`config.mk`:
```
export PLATFORM = sky130hd
export DESIGN_NAME = dc_vlc_slice_sequencer
export DESIGN_NICKNAME = d
export VERILOG_FILES = /design/src/rtl/dc_vlc_slice_sequencer_pkg.sv /design/src/rtl/dc_vlc_slice_sequencer_coeff_fifo.sv /design/src/rtl/dc_vlc_slice_sequencer.sv
export SDC_FILE = /design/constraint.sdc
export NUM_CORES = 1
export LEC_CHECK = 0
export ABC_CLOCK_PERIOD_IN_PS = 4100
export BUFFER_PORTS_ARGS = -buffer_cell sky130_fd_sc_hd__clkbuf_2
export CAP_MARGIN = 20
export CORE_ASPECT_RATIO = 0.8
export CORE_MARGIN = 3
export CORE_UTILIZATION = 30
export CTS_BUF_LIST = sky130_fd_sc_hd__clkbuf_4 sky130_fd_sc_hd__clkbuf_8
export CTS_CLUSTER_DIAMETER = 40
export DETAILED_ROUTE_END_ITERATION = 8
export PLACE_DENSITY = 0.43
export SETUP_SLACK_MARGIN = 0.02
export SKIP_CTS_REPAIR_TIMING = 1
export SLEW_MARGIN = 20
export SYNTH_ARGS = -nofsm -noshare
export SYNTH_HDL_FRONTEND = slang
export SYNTH_SLANG_ARGS = --single-unit
```
`constraint.sdc`:
```
create_clock -name clk -period 4.1 [get_ports clk]
set_input_delay 0 -clock clk [delete_from_list [all_inputs] [get_ports clk]]
set_output_delay 0 -clock clk [all_outputs]
set_load 0.02 [all_outputs]
```
`src/rtl/dc_vlc_slice_sequencer_pkg.sv`:
```
// Shared defaults, widths and FSM encoding for the DC VLC slice sequencer.
// Also holds the blocks-per-slice sanitiser used at slice start.
package dc_vlc_slice_sequencer_pkg;

    localparam int ENC_LATENCY_DEF  = 6;
    localparam int FIFO_DEPTH_DEF   = 32;
    localparam int RESET_CYCLES_DEF = 2;
    localparam int COEFF_W          = 32;
    localparam int BPS_W            = 6;

    typedef enum logic [1:0] {
        ST_IDLE  = 2'd0,
        ST_PRIME = 2'd1,
        ST_ISSUE = 2'd2,
        ST_DRAIN = 2'd3
    } seq_state_e;

    // Out-of-range slice sizes (0 or above the buffer depth) mean a full buffer.
    function automatic logic [BPS_W:0] eff_blocks(input logic [BPS_W-1:0] bps,
                                                   input int depth);
        if (bps == '0 || int'(bps) > depth)
            return (BPS_W+1)'(depth);
        return {1'b0, bps};
    endfunction

endpackage

```
`src/rtl/dc_vlc_slice_sequencer_coeff_fifo.sv`:
```
// dc_coeff_fifo: single-clock coefficient buffer with occupancy count.
// Read data is first-word fall-through (combinational from the read pointer).
module dc_coeff_fifo #(
    parameter int DEPTH = 32,
    parameter int W     = 32
) (
    input  logic                         clk,
    input  logic                         reset_n,
    input  logic                         push,
    input  logic [W-1:0]                 wdata,
    input  logic                         pop,
    output logic [W-1:0]                 rdata,
    output logic [$clog2(DEPTH+1)-1:0]   count,
    output logic                         full
);

    localparam int CNT_W = $clog2(DEPTH+1);
    localparam int PTR_W = (DEPTH > 1) ? $clog2(DEPTH) : 1;

    logic [W-1:0]     mem [DEPTH];
    logic [PTR_W-1:0] wr_ptr, rd_ptr;
    logic             empty, do_push, do_pop;

    assign full    = (count == CNT_W'(DEPTH));
    assign empty   = (count == '0);
    assign do_push = push && !full;
    assign do_pop  = pop && !empty;
    assign rdata   = mem[rd_ptr];

    // Explicit wrap so non-power-of-two depths also work.
    function automatic logic [PTR_W-1:0] ptr_inc(input logic [PTR_W-1:0] p);
        return (p == PTR_W'(DEPTH-1)) ? '0 : p + PTR_W'(1);
    endfunction

    always_ff @(posedge clk or negedge reset_n) begin
        if (!reset_n) begin
            wr_ptr <= '0;
            rd_ptr <= '0;
            count  <= '0;
        end else begin
            if (do_push) wr_ptr <= ptr_inc(wr_ptr);
            if (do_pop)  rd_ptr <= ptr_inc(rd_ptr);
            case ({do_push, do_pop})
                2'b10:   count <= count + CNT_W'(1);
                2'b01:   count <= count - CNT_W'(1);
                default: count <= count;
            endcase
        end
    end

    always_ff @(posedge clk) begin
        if (do_push) mem[wr_ptr] <= wdata;
    end

endmodule

```
`src/rtl/dc_vlc_slice_sequencer.sv`:
```
// Buffers DC coefficients, feeds one slice at a time gap-free into an external
// fixed-latency DC entropy encoder, and registers the returning codewords.
module dc_vlc_slice_sequencer
    import dc_vlc_slice_sequencer_pkg::*;
#(
    parameter int ENC_LATENCY  = ENC_LATENCY_DEF,
    parameter int FIFO_DEPTH   = FIFO_DEPTH_DEF,
    parameter int RESET_CYCLES = RESET_CYCLES_DEF
) (
    input  logic               clk,
    input  logic               reset_n,
    input  logic [BPS_W-1:0]   blocks_per_slice,
    input  logic               in_valid,
    input  logic [COEFF_W-1:0] in_coeff,
    output logic               in_ready,
    output logic               enc_reset_n,
    output logic [COEFF_W-1:0] enc_dc_coeff,
    input  logic [31:0]        enc_sum,
    input  logic [31:0]        enc_length,
    output logic               out_valid,
    output logic [31:0]        out_codeword,
    output logic [31:0]        out_length,
    output logic               out_last,
    output logic [31:0]        slice_bits,
    output logic               slice_done,
    output logic               busy
);

    localparam int CNT_W = $clog2(FIFO_DEPTH+1);
    localparam int N_W   = BPS_W + 1;
    localparam int RC_W  = (RESET_CYCLES > 1) ? $clog2(RESET_CYCLES+1) : 1;

    seq_state_e         state, state_nx;
    logic [N_W-1:0]     n_lat, eff_n, issue_cnt;
    logic [RC_W-1:0]    prime_cnt;
    logic [CNT_W-1:0]   fifo_count;
    logic               fifo_full;
    logic [COEFF_W-1:0] fifo_rdata;
    logic               ready_en, start, pop, pop_last;
    logic [ENC_LATENCY:0] vld_pipe, last_pipe;

    assign eff_n    = eff_blocks(blocks_per_slice, FIFO_DEPTH);
    assign in_ready = ready_en && !fifo_full;
    assign busy     = (state != ST_IDLE);
    assign pop_last = pop && (issue_cnt == n_lat - N_W'(1));

    dc_coeff_fifo #(
        .DEPTH (FIFO_DEPTH),
        .W     (COEFF_W)
    ) u_fifo (
        .clk     (clk),
        .reset_n (reset_n),
        .push    (in_valid && in_ready),
        .wdata   (in_coeff),
        .pop     (pop),
        .rdata   (fifo_rdata),
        .count   (fifo_count),
        .full    (fifo_full)
    );

    always_ff @(posedge clk or negedge reset_n) begin
        if (!reset_n) state <= ST_IDLE;
        else          state <= state_nx;
    end

    always_comb begin
        state_nx = state;
        start    = 1'b0;
        pop      = 1'b0;
        unique case (state)
            ST_IDLE: begin
                if (N_W'(fifo_count) >= eff_n) begin
                    state_nx = ST_PRIME;
                    start    = 1'b1;
                end
            end
            ST_PRIME: begin
                if (prime_cnt == RC_W'(RESET_CYCLES-1)) state_nx = ST_ISSUE;
            end
            ST_ISSUE: begin
                pop = 1'b1;
                if (issue_cnt == n_lat - N_W'(1)) state_nx = ST_DRAIN;
            end
            ST_DRAIN: begin
                if (out_last) state_nx = ST_IDLE;
            end
            default: state_nx = ST_IDLE;
        endcase
    end

    // Issue side: slice size latch, prime/issue counters, encoder drive.
    always_ff @(posedge clk or negedge reset_n) begin
        if (!reset_n) begin
            ready_en     <= 1'b0;
            n_lat        <= '0;
            prime_cnt    <= '0;
            issue_cnt    <= '0;
            enc_reset_n  <= 1'b0;
            enc_dc_coeff <= '0;
        end else begin
            ready_en    <= 1'b1;
            enc_reset_n <= (state_nx != ST_PRIME);
            if (start) n_lat <= eff_n;
            prime_cnt   <= (state == ST_PRIME) ? prime_cnt + RC_W'(1) : '0;
            issue_cnt   <= pop ? issue_cnt + N_W'(1) : '0;
            if (pop) enc_dc_coeff <= fifo_rdata;
        end
    end

    // Tag pipe: stage 0 marks the cycle a coefficient sits on enc_dc_coeff,
    // stage ENC_LATENCY marks the cycle its codeword sits on enc_sum.
    always_ff @(posedge clk or negedge reset_n) begin
        if (!reset_n) begin
            vld_pipe  <= '0;
            last_pipe <= '0;
        end else begin
            vld_pipe[0]  <= pop;
            last_pipe[0] <= pop_last;
            vld_pipe[ENC_LATENCY:1]  <= vld_pipe[ENC_LATENCY-1:0];
            last_pipe[ENC_LATENCY:1] <= last_pipe[ENC_LATENCY-1:0];
        end
    end

    always_ff @(posedge clk or negedge reset_n) begin
        if (!reset_n) begin
            out_valid    <= 1'b0;
            out_last     <= 1'b0;
            slice_done   <= 1'b0;
            out_codeword <= '0;
            out_length   <= '0;
            slice_bits   <= '0;
        end else begin
            out_valid  <= vld_pipe[ENC_LATENCY];
            out_last   <= last_pipe[ENC_LATENCY];
            slice_done <= last_pipe[ENC_LATENCY];
            if (vld_pipe[ENC_LATENCY]) begin
                out_codeword <= enc_sum;
                out_length   <= enc_length;
            end
            // Sum lands together with the last codeword so slice_done sees the total.
            if (start)
                slice_bits <= '0;
            else if (vld_pipe[ENC_LATENCY])
                slice_bits <= slice_bits + enc_length;
        end
    end

endmodule

```
Word level (Yosys, flattened, before mapping):

Memories as Yosys holds them, arrays and structs flattened. A register that Yosys moved wholly into a read port is not among the register bits.
Index checks and enable logic that the tools add are counted.

* input bits: 105
* memory bits (writable): 1024
* memories kept: 1
* register bits after elaboration: 148
* word-level logic and storage cells: 73

* add/sub/neg operators: 8
* reduce and logical (&&, ||, !) cells: 15
* multiplexer cells: 20
* order comparisons: 2
* equal/unequal tests: 11

Memory list
* u_fifo.mem: words 32, width 32, rd ports 1, clocked after Yosys merged registers in 1, write ports 1, line dc_vlc_slice_sequencer_coeff_fifo.sv:20 `logic [W-1:0] mem [DEPTH];`

Operators with widths (count)
* two-way mux 32 bit: 2
* adder 32 bit: 1
* two-way mux 7 bit: 3
* logical NOT 6 bit: 2
* one-hot mux 6 bit (2 select lines): 1
* adder 5 x 1 -> 5 bit (second input constant): 2
* equality test 5 bit (second input constant): 2
* two-way mux 2 bit: 5
* two-way mux 5 bit: 2
* one-hot mux 2 bit (4 select lines): 1
* adder 7 x 1 -> 7 bit (second input constant): 1
* equality test 7 bit: 1
* greater-or-equal comparator 6 x 7 -> 1 bit: 1
* subtractor 7 x 1 -> 7 bit (second input constant): 1
* adder 6 x 1 -> 6 bit (second input constant): 1
* equality test 2 x 1 -> 1 bit (second input constant): 3
* equality test 2 bit (second input constant): 3
* equality test 6 bit (second input constant): 1
* > comparator 6 bit (second input constant): 1
* two-way mux 1 bit: 6
* nonzero test 2 bit: 3
* subtractor 6 x 1 -> 6 bit (second input constant): 1
* logical AND 1 bit: 5
* logical NOT 1 bit: 3
* 4 further kinds: 4

Longest topological paths before layout:

* depth in word-level cells: 8
* gate-level depth with buffers: 15
* gate-level depth less buffers: 14

By module:

Synthesis repeated with hierarchy kept, for this count alone.

* cell total of the unflattened synthesis: 2603
* area, all modules: 47828.4 um^2

By module, submodules not included
* dc_coeff_fifo: area an instance 39763.1 um^2, cells an instance 1822, times used 1, seq. area each 31149.9 um^2
* dc_vlc_slice_sequencer: area an instance 8065.2 um^2, cells an instance 781, times used 1, seq. area each 4078.9 um^2

Worst setup path before layout:

Ideal clock, no wire load.

* kind: reg-to-reg
* start: reg u_fifo.count[1]
* end: mem u_fifo.mem[31][0], enable pin
* path buffers: 1
* stages on the path, launching flop included: 8
* data required time: 3679 ps
* slack: 699 ps
* arrival time: 2980 ps
* setup time: 421 ps
* cell sequence: dfrtp_1 > or4_1 > nor2_1 > a21boi_1 > and2_1 > clkbuf_1 > nand2_1 > nor2_1

* word-level cells in the longest chain between the ends: 7

RTL lines
* from (decl): line dc_vlc_slice_sequencer_coeff_fifo.sv:13 `output logic [$clog2(DEPTH+1)-1:0] count,`
* from (signal assigned): line dc_vlc_slice_sequencer_coeff_fifo.sv:44 `2'b10: count <= count + CNT_W'(1);`
* from (signal assigned): line dc_vlc_slice_sequencer_coeff_fifo.sv:45 `2'b01: count <= count - CNT_W'(1);`
* from (signal assigned): line dc_vlc_slice_sequencer_coeff_fifo.sv:46 `default: count <= count;`
* equality test 6 bit: line dc_vlc_slice_sequencer_coeff_fifo.sv:24 `assign full = (count == CNT_W'(DEPTH));`
* logical NOT 1 bit: line dc_vlc_slice_sequencer.sv:43 `assign in_ready = ready_en && !fifo_full;`
* logical AND 1 bit: line dc_vlc_slice_sequencer.sv:43
* named net in_ready: line dc_vlc_slice_sequencer.sv:15 `output logic in_ready,`
* logical AND 1 bit: line dc_vlc_slice_sequencer.sv:53 `.push (in_valid && in_ready),`
* logical AND 1 bit: line dc_vlc_slice_sequencer_coeff_fifo.sv:26 `assign do_push = push && !full;`
* two-way mux 1 bit: line dc_vlc_slice_sequencer_coeff_fifo.sv:52 `if (do_push) mem[wr_ptr] <= wdata;`
* two-way mux 1 bit (implied by the code): line dc_vlc_slice_sequencer_coeff_fifo.sv:52
* to (decl): line dc_vlc_slice_sequencer_coeff_fifo.sv:20

The timed path passes the listed nets, and every way through them passes these cells.

Worst setup path in the final report:

* start: reg u_fifo.count[1]
* end: reg u_fifo.count[5]

* word-level cells in the longest chain between the ends: 7

RTL lines
* equality test 6 bit: line dc_vlc_slice_sequencer_coeff_fifo.sv:24
* logical NOT 1 bit: line dc_vlc_slice_sequencer_coeff_fifo.sv:26, dc_vlc_slice_sequencer.sv:43
* logical AND 1 bit: line dc_vlc_slice_sequencer.sv:43
* logical AND 1 bit: line dc_vlc_slice_sequencer.sv:53
* logical AND 1 bit: line dc_vlc_slice_sequencer_coeff_fifo.sv:26
* equality test 2 x 1 -> 1 bit or equality test 2 bit (tied branches): line dc_vlc_slice_sequencer_coeff_fifo.sv:43 `case ({do_push, do_pop})`
* one-hot mux 6 bit (2 select lines) or nonzero test 2 bit (tied branches)

Parallel ways exist; a longest one is shown, timed or not.
A chain may end at the register's enable or synchronous reset.

==> parameters.txt <==
Parameter                              Value

Timing
  Highest Clock Rate    ~290 MHz
  Hold WS    roughly 0.056 ns
  Layout Skew    0.0338 ns
  Setup total negative slack    0 ns
  Worst slew margin relative to its limit    0.316
  Hold violation count in the final report    0
  Setup repair after global routing missed its margin    no
  Setup slack after layout    0.707 ns
  Post-route minimum period    3.39 ns
  Max-slew violation total from the final report    0
  Final clock period utilization by the worst path    0.828
  Worst Max-Slew Pin Slew    approximately 1.0 ns
  Final setup violation count    0

Setup path
  Largest stage delay, worst path    approximately 0.56 ns
  Worst-path cell chain    or4_1 -> nor2_1 -> a21boi_1 -> and2_1 -> inv_1 -> ha_1 -> ha_1 -> a21o_1 -> a21oi_1 -> o21bai_1 -> a21oi_1 -> xnor2_1 -> nor2_1 -> xor2_1
  Critical path required time    4.87 ns
  Worst Setup End Kind    flop
  Signal arrival time at the worst endpoint    4.17 ns
  Maximum fanout along the worst path    9
  Slowest library cell on the worst path    sky130_fd_sc_hd__or4_1
  CP startpoint kind    flop
  Classification of the worst setup path    reg2reg

Placement
  Final weighted congestion in routability-driven placement    0.774
  Count of buffers from port buffering    roughly 240
  Total half-perimeter wirelength after legalization and detailed placement    around 74000 µm
  Setup Slack @ Placement    between 0.7 and 0.8 ns

Power
  Total power per unit cell area    ~670 nW/µm²
  Worst vdd rail ir drop    between 0.3 and 0.4 mV
  Leakage    around 0.020 µW

Floorplanning
  Area of the core    around 160000 µm²
  Die X    451 µm
  Initial core utilization    0.303
  Row count    between 100 and 150
  Vertical die dimension    around 360 µm
  Area of the die    about 160000 µm²
  I/O pin total    about 240

Yosys
  Nets in the synthesized netlist    2487
  Gate count after technology mapping    around 2300
  Sequential share of the synthesized area    0.740
  Largest area contributor in the netlist    sky130_fd_sc_hd__edfxtp_1
  Cell Area, Synth    about 48000 µm²
  Most numerous cell in the Yosys netlist    sky130_fd_sc_hd__edfxtp_1
  Synth cell count leaders    sky130_fd_sc_hd__edfxtp_1 (1024), sky130_fd_sc_hd__mux4_2 (320), sky130_fd_sc_hd__dfrtp_1 (179), sky130_fd_sc_hd__nor2_1 (96), sky130_fd_sc_hd__nand2_1 (89)
  Number of synthesized register bits    1203
  Main synth FF type    sky130_fd_sc_hd__edfxtp_1
  Synthesized area per cell    between 20 and 25 µm²
  Synth top area cells    sky130_fd_sc_hd__edfxtp_1 (65%), sky130_fd_sc_hd__mux4_2 (15%), sky130_fd_sc_hd__dfrtp_1 (9.4%)
  Number of warnings reported in the yosys synthesis log    0
  Number of flops mapped to enable cells by yosys    approximately 1000
  Post-synth ARST share    0.149
  Area share of the leading cell type in the synthesized netlist    0.646
  Number of distinct library cell variants in the gate-level netlist after synthesis    62

Global route
  Maximum number of pins on one net before global-route repair    103
  First-pass GRT wire length    approximately 180000 µm
  Total GRT Usage    0.156
  Grt total ovfl    0
  Vias in the first global route    ~26000
  Number of antenna violations at the first check in global routing    5

Detailed routing
  Detail-routed via count per cell    ~4.7
  Residual DRC count    0
  First-pass detailed-route iteration total    5
  Average detailed-routed wire length per instance    between 20 and 25 µm
  Antenna viol nets, final    0
  Via total after detailed routing    approximately 25000
  Number of DRC markers in iteration 0    ~1700
  Wire length after detailed routing    129000 µm

Final layout
  Final #Nets    around 3000
  Number of fill cells in the layout    between 10000 and 15000
  Ratio of cells with drive above 1 in the final layout    0.349
  Area growth, synth to finish    22.3%

Clock network
  Max H-tree Level    4
  CTS clock-pin slew for the worst setup and hold paths    0.06 ns
  Clock buffers created by TritonCTS    approximately 200
  Maximum number of buffers from clock root to sink    3
  CTS tree    built
  Buffer type at the clock tree root    sky130_fd_sc_hd__clkbuf_8
  Sink Count    1203
  Insertion delay to the later sink of the worst-skew pair    between 0.9 and 1 ns

Status
  Status    finished, final reports clean

Run
  Max cap viols    0

Hold path
  Worst hold-check path type    in2reg
-- where the power goes --
part / internal (µW) / switching [µW]
Sequential: 14400 / 1030
Combinational: 5820 / 6520
Clock: 6030 / 5000
Total: 26200 / 12600
-- per-stage QoR --
step,power [µW],util,cells,instance area (µm²)
final,38800,0.370,5202,58200
after global routing,41100,0.370,5200,58200
after CTS,39500,0.359,5020,56400
after detailed placement,28200,0.332,4646,52200
after global placement,28100,0.332,4646,52200
after floorplan,23800,-,2328,47600
-- registers in the layout (all words and copies together) (netlist names), 7 cells and up --
signal / count
u_fifo.mem: 1024
enc_dc_coeff: 32
out_codeword: 32
out_length: 32
slice_bits: 32
issue_cnt: 7
last_pipe: 7
vld_pipe: 7
-- per-layer routing --
metal | vias up | GRT usage | wire length (µm)
met4 | 2 | 0.0429 | 2550
met2 | 567 | 0.251 | 61500
met5 | - | 0 | 13
met3 | 211 | 0.0303 | 5630
li1 | 10700 | - | -
met1 | 13200 | 0.215 | 59000
-- logic make-up (layout without fill, tap and decap cells) --
group	after synthesis	after routing	share of synthesized area
muxes	427	427	0.176
adders and majority gates	54	54	0.0145
xor gates and xnor gates	42	42	0.00773
DFF	1203	1203	0.740
and+or+nand+nor	262	262	0.0242
other	1	6	0.0000788
AOI/OAI and AO/OA	199	199	0.0253
buffers and inverters	140	897	0.0123
-- worst max-delay path, delay by kind of cell (launching register included) --
kind            cells  cell delay [ns]
simple gates        4             1.01
compound gates      5             0.84
fa+ha+maj           2             0.55
flops               1             0.42
xor+xnor            2             0.29
buf+inv             1             0.17
-- final timing paths --
kind,startpoint,endpoint,slack (ns),cells past startpoint
max,u_fifo.count[1]$_DFFE_PN0P_,u_fifo.count[5]$_DFFE_PN0P_,0.71,14
min,enc_length[0],slice_bits[0]$_DFFE_PN0P_,0.06,5
max reg2reg,u_fifo.count[1]$_DFFE_PN0P_,u_fifo.count[5]$_DFFE_PN0P_,0.71,14
min reg2reg,vld_pipe[2]$_DFF_PN0_,vld_pipe[3]$_DFF_PN0_,0.35,0
max in group asynchronous,reset_n,u_fifo.rd_ptr[0]$_DFFE_PN0P_,3.27,4
min in group asynchronous,reset_n,slice_bits[26]$_DFFE_PN0P_,0.28,4
-- layout make-up --
class	count	area (µm²)	area share
tap	2112	2640	0.0454
timing repair buffer	501	4010	0.0689
sequential	1203	35200	0.606
multi-input combinational	985	12000	0.207
antenna	5	12.5	0.000215
inverter	22	82.6	0.00142
clock buffer	270	3350	0.0575
clock inverter	104	832	0.0143
-- layout by cell type (no fill, tap or decap), types with 59 or more instances in the layout --
cell type | netlist | layout
sky130_fd_sc_hd__mux4_2 | 320 | 320
sky130_fd_sc_hd__edfxtp_1 | 1024 | 1024
sky130_fd_sc_hd__clkbuf_4 | 0 | 59
sky130_fd_sc_hd__dfrtp_1 | 179 | 173
sky130_fd_sc_hd__clkbuf_2 | 0 | 237
sky130_fd_sc_hd__clkbuf_8 | 0 | 211
sky130_fd_sc_hd__nand2_1 | 89 | 89
sky130_fd_sc_hd__dlygate4sd3_1 | 0 | 176
sky130_fd_sc_hd__nor2_1 | 96 | 64
sky130_fd_sc_hd__mux2_2 | 64 | 64
Note: power is estimated with default switching activity, not from simulation.
